File: config.mk
export PLATFORM = sky130hd
export DESIGN_NAME = old_control_logic
export DESIGN_NICKNAME = d
export VERILOG_FILES = /design/src/rtl/old_control_logic_pkg.sv /design/src/rtl/old_control_logic_decode.sv /design/src/rtl/old_control_logic.sv
export SDC_FILE = /design/constraint.sdc
export NUM_CORES = 1
export LEC_CHECK = 0
export ABC_AREA = 1
export CAP_MARGIN = 15
export CORE_ASPECT_RATIO = 0.7
export CORE_MARGIN = 1.5
export CORE_UTILIZATION = 25
export CTS_BUF_LIST = sky130_fd_sc_hd__clkbuf_4 sky130_fd_sc_hd__clkbuf_8
export DETAILED_ROUTE_END_ITERATION = 7
export PLACE_DENSITY = 0.59
export SLEW_MARGIN = 10
export SYNTH_ARGS = -nofsm -noshare
export SYNTH_HDL_FRONTEND = slang
export SYNTH_HIERARCHICAL = 1
export SYNTH_SLANG_ARGS = --single-unit
File: constraint.sdc
create_clock -name clk -period 0.9 [get_ports clk]
set_clock_uncertainty 0.2 [all_clocks]
set_input_delay 0.09 -clock clk [delete_from_list [all_inputs] [get_ports clk]]
set_output_delay 0.09 -clock clk [all_outputs]
set_load 0.005 [all_outputs]
File: src/rtl/old_control_logic_pkg.sv
// Shared MIPS-subset decode definitions: opcodes, ALUop classes and the
// control-bundle struct passed between the decoder and the datapath.
package old_control_logic_pkg;

  localparam logic [5:0] OP_RTYPE = 6'b000000;
  localparam logic [5:0] OP_LW    = 6'b100011;
  localparam logic [5:0] OP_SW    = 6'b101011;
  localparam logic [5:0] OP_BEQ   = 6'b000100;
  localparam logic [5:0] OP_BNE   = 6'b000101;
  localparam logic [5:0] OP_J     = 6'b000010;
  localparam logic [5:0] OP_ADDI  = 6'b001000;

  localparam logic [1:0] ALUOP_ADD   = 2'b00;
  localparam logic [1:0] ALUOP_SUB   = 2'b01;
  localparam logic [1:0] ALUOP_FUNCT = 2'b10;

  typedef struct packed {
    logic       alu_src;
    logic [1:0] alu_op;
    logic       reg_dst;
    logic       mem_write;
    logic       mem_read;
    logic       beq;
    logic       bne;
    logic       jump;
    logic       mem_to_reg;
    logic       reg_write;
    logic       illegal;
  } ctrl_t;

endpackage

File: src/rtl/old_control_logic_decode.sv
// Purely combinational opcode -> control-bundle decode. Anything outside the
// supported set, including X/Z bits, falls to the all-zero NOP with illegal set.
module old_control_logic_decode
  import old_control_logic_pkg::*;
(
  input  logic [5:0] opcode_i,
  output ctrl_t      ctrl_o
);

  always_comb begin
    ctrl_o = '0;
    case (opcode_i)
      OP_RTYPE: begin
        ctrl_o.reg_dst   = 1'b1;
        ctrl_o.alu_op    = ALUOP_FUNCT;
        ctrl_o.reg_write = 1'b1;
      end
      OP_LW: begin
        ctrl_o.alu_src    = 1'b1;
        ctrl_o.alu_op     = ALUOP_ADD;
        ctrl_o.mem_read   = 1'b1;
        ctrl_o.mem_to_reg = 1'b1;
        ctrl_o.reg_write  = 1'b1;
      end
      OP_SW: begin
        ctrl_o.alu_src   = 1'b1;
        ctrl_o.alu_op    = ALUOP_ADD;
        ctrl_o.mem_write = 1'b1;
      end
      OP_BEQ: begin
        ctrl_o.alu_op = ALUOP_SUB;
        ctrl_o.beq    = 1'b1;
      end
      OP_BNE: begin
        ctrl_o.alu_op = ALUOP_SUB;
        ctrl_o.bne    = 1'b1;
      end
      OP_J: begin
        ctrl_o.alu_op = ALUOP_ADD;
        ctrl_o.jump   = 1'b1;
      end
      OP_ADDI: begin
        ctrl_o.alu_src   = 1'b1;
        ctrl_o.alu_op    = ALUOP_ADD;
        ctrl_o.reg_write = 1'b1;
      end
      default: ctrl_o.illegal = 1'b1;
    endcase
  end

endmodule

File: src/rtl/old_control_logic.sv
// Main control decoder: combinational decode followed by a single output
// register whose asynchronous reset forces a NOP (no memory/register writes).
module old_control_logic
  import old_control_logic_pkg::*;
(
  input  logic       clk,
  input  logic       rst_n,
  input  logic [5:0] opcode,
  output logic       ALUsrc,
  output logic [1:0] ALUop,
  output logic       RegDst,
  output logic       MemWrite,
  output logic       MemRead,
  output logic       Beq,
  output logic       Bne,
  output logic       Jump,
  output logic       MemToReg,
  output logic       RegWrite,
  output logic       Illegal
);

  ctrl_t ctrl_d;
  ctrl_t ctrl_q;

  old_control_logic_decode u_decode (
    .opcode_i (opcode),
    .ctrl_o   (ctrl_d)
  );

  always_ff @(posedge clk or negedge rst_n) begin
    if (!rst_n) ctrl_q <= '0;
    else        ctrl_q <= ctrl_d;
  end

  assign ALUsrc   = ctrl_q.alu_src;
  assign ALUop    = ctrl_q.alu_op;
  assign RegDst   = ctrl_q.reg_dst;
  assign MemWrite = ctrl_q.mem_write;
  assign MemRead  = ctrl_q.mem_read;
  assign Beq      = ctrl_q.beq;
  assign Bne      = ctrl_q.bne;
  assign Jump     = ctrl_q.jump;
  assign MemToReg = ctrl_q.mem_to_reg;
  assign RegWrite = ctrl_q.reg_write;
  assign Illegal  = ctrl_q.illegal;

endmodule

==> impl_metrics.env <==
export IMPL_antennaDiodeCount=0
export IMPL_crit_path_end_kind="output pin"
export IMPL_ctsRootBufferMaster="clkbuf_4"
export IMPL_required_ps=610
export IMPL_place_ws_ps=-427
export IMPL_die_h_um=39.1
export IMPL_crit_arrival_ps=760
export IMPL_final_antenna_net_count=0
export IMPL_cp_top_family="flip-flops"
export IMPL_syn_avg_cell_area_um2=9.88
export IMPL_portBuffers=19
export IMPL_final_net_count=82
export IMPL_ys_types=13
export IMPL_initial_core_util_pct=27.9
export IMPL_cp_max_fo=1
export IMPL_max_freq_mhz=955
export IMPL_worstSetupStartpointType="flip-flop"
export IMPL_clockBufferDepth=2
export IMPL_setup_ws_ps=-147
export IMPL_place_gp_congestion=0.719
export IMPL_crit_buf_inv=1
export IMPL_vias_per_cell=3.88
export IMPL_coreArea_um2=1670
export IMPL_via_count=365
export IMPL_grt_antenna_before_repair=0
export IMPL_firstDrtPassIters=3
export IMPL_place_area_um2=716
export IMPL_dp_hpwl_um=703
export IMPL_irDropWorstVdd_mv=1.02
export IMPL_die_w_um=54.5
export IMPL_ys_warn_count=6
export IMPL_instances_no_fill=94
export IMPL_io_pins=20
export IMPL_slowest_stage="dfrtp_1"
export IMPL_postSynthCellCount=47
export IMPL_fin_hold_ws_ps=-52.8
export IMPL_worstPathCellList="buf_2"
export IMPL_syn_area_um2=464
export IMPL_min_period_ps=1050
export IMPL_cts_sinks=12
export IMPL_cts_tree="yes"
export IMPL_drive_above_1_share_pct=41.1
export IMPL_worst_pin_slew_ps=208
export IMPL_crit_path_max_incr_delay_ps=360
export IMPL_drt_iter0_markers=4
export IMPL_htree_levels=1
export IMPL_clk_pin_slew_ps=80
export IMPL_floorplan_rows=12
export IMPL_ys_ff_latch=12
export IMPL_syn2layout_area_growth_pct=48.5
export IMPL_status="finished with violations"
export IMPL_hold_class="input port to asynchronous set/reset pin"
export IMPL_n_fill_cell=182
export IMPL_hold_viol_final=12
export IMPL_grt_max_degree=13
export IMPL_grt_pass1_wl_um=1360
export IMPL_syn_nets=55
export IMPL_dp_cells=90
export IMPL_routed_wirelength_um=890
export IMPL_setup_viol=12
export IMPL_cts_buffers=3
export IMPL_first_global_vias=291
export IMPL_wl_per_cell_um=9.47
export IMPL_finalCritPeriodShare_pct=116
export IMPL_drc=0
export IMPL_p_leak_nw=0.407
export IMPL_final_cell_area_um2=689
export IMPL_grtUsageTotal_pct=10.1
export IMPL_max_slew_margin_pct=86.1
export IMPL_drv_slew=0
export IMPL_overflow=0
export IMPL_power_per_cell_area_nw_per_um2=1570
export IMPL_fp_dieArea_um2=2130
export IMPL_seq_area_frac_synth_pct=64.7
export IMPL_critPathKind="flip-flop to output pin"
export IMPL_violations="hold timing, setup timing"
export IMPL_rsz0062_at_grt="yes"
export IMPL_maxCapViolCount=0
export IMPL_finalSetupTns_ps=-1620
[final timing paths]
kind                           start  endpoint  slack (ps)  cells after the start
max                         ALUop[1]  ALUop[1]        -150                      1
min                            rst_n    RegDst         -50                      2
max in group asynchronous      rst_n  ALUop[0]         440                      2
min in group clk           opcode[0]       Bne          50                      3
[report_power, final]
part	total (mW)	internal, mW	switching, mW
Clock	0.419	0.246	0.173
Combinational	0.112	0.0521	0.0601
Sequential	0.549	0.547	0.00161
Total	1.08	0.845	0.235
[cells in the final DEF (no fill, tap or decap)]
cell             count
nand2_1              6
dfrtp_1             12
nor2_1              10
clkbuf_4             3
buf_2               12
buf_12               1
buf_4                3
inv_2                2
a21oi_1              1
clkdlybuf4s50_1      1
o21ai_2              1
dlygate4sd2_1        6
inv_1                5
nand3_2              2
nor3_1               1
clkbuf_8             1
nand2_2              2
nor2_2               3
nand3_1              1
[state kept, by name, indices dropped and copies added (netlist names)]
| signal | flops |
|---|---|
| ALUop | 2 |
| ALUsrc | 1 |
| Beq | 1 |
| Bne | 1 |
| Illegal | 1 |
| Jump | 1 |
| MemRead | 1 |
| MemToReg | 1 |
| MemWrite | 1 |
| RegDst | 1 |
| RegWrite | 1 |
[stage by stage]
stage / power [mW] / utilization [%]
final: 1.08 / 41.4
after global routing: 1.14 / 41.4
after CTS: 1.10 / 41.4
after detailed placement: 0.690 / 42.9
after global placement: 0.689 / 42.9
after floorplan: 0.596 / -
[cell families (layout without fill, tap and decap cells)]
logic type	Yosys count	after routing	synth area share (%)
AND/OR/NAND/NOR	25	25	25.1
flip-flops	12	12	64.7
buffers and inverters	8	34	7.28
AO/OA/AOI/OAI	2	2	2.96
[what timing repair did]
item | CTS | global route
resized for setup | 55 | 0
pin swaps | 2 | 0
setup endpoints to repair | 24 | 12
setup buffers | 0 | 0
hold endpoints to repair | 12 | 12
[Yosys cell counts]
| master | number | area (um^2) |
|---|---|---|
| a21oi_1 | 1 | 5.00 |
| buf_4 | 1 | 7.51 |
| dfrtp_1 | 12 | 300 |
| inv_1 | 5 | 18.8 |
| inv_2 | 2 | 7.51 |
| nand2_1 | 6 | 22.5 |
| nand2_2 | 2 | 12.5 |
| nand3_1 | 2 | 10.0 |
| nand3_2 | 1 | 10.0 |
| nor2_1 | 10 | 37.5 |
| nor2_2 | 3 | 18.8 |
| nor3_1 | 1 | 5.00 |
| o21ai_2 | 1 | 8.76 |
[layer usage]
metal / vias to the layer above / wire length, um / part of all wire [%] / global-route usage, %
met2: 15 / 325 / 37 / 11.1
met5: - / 0 / 0 / 0
met4: 0 / 0 / 0 / 1.88
li1: 192 / - / - / -
met3: 0 / 88 / 9.9 / 6.98
met1: 158 / 477 / 54 / 14.9
[layout make-up]
class                      count  area [um^2]  area share, %
sequential                    12          300           43.6
timing repair buffer          23          165           24.0
multi-input combinational     27          135           19.6
clock buffer                   4         36.3           5.26
inverter                       7         26.3           3.81
tap                           21         26.3           3.81
(Power assumes the default switching activity.)
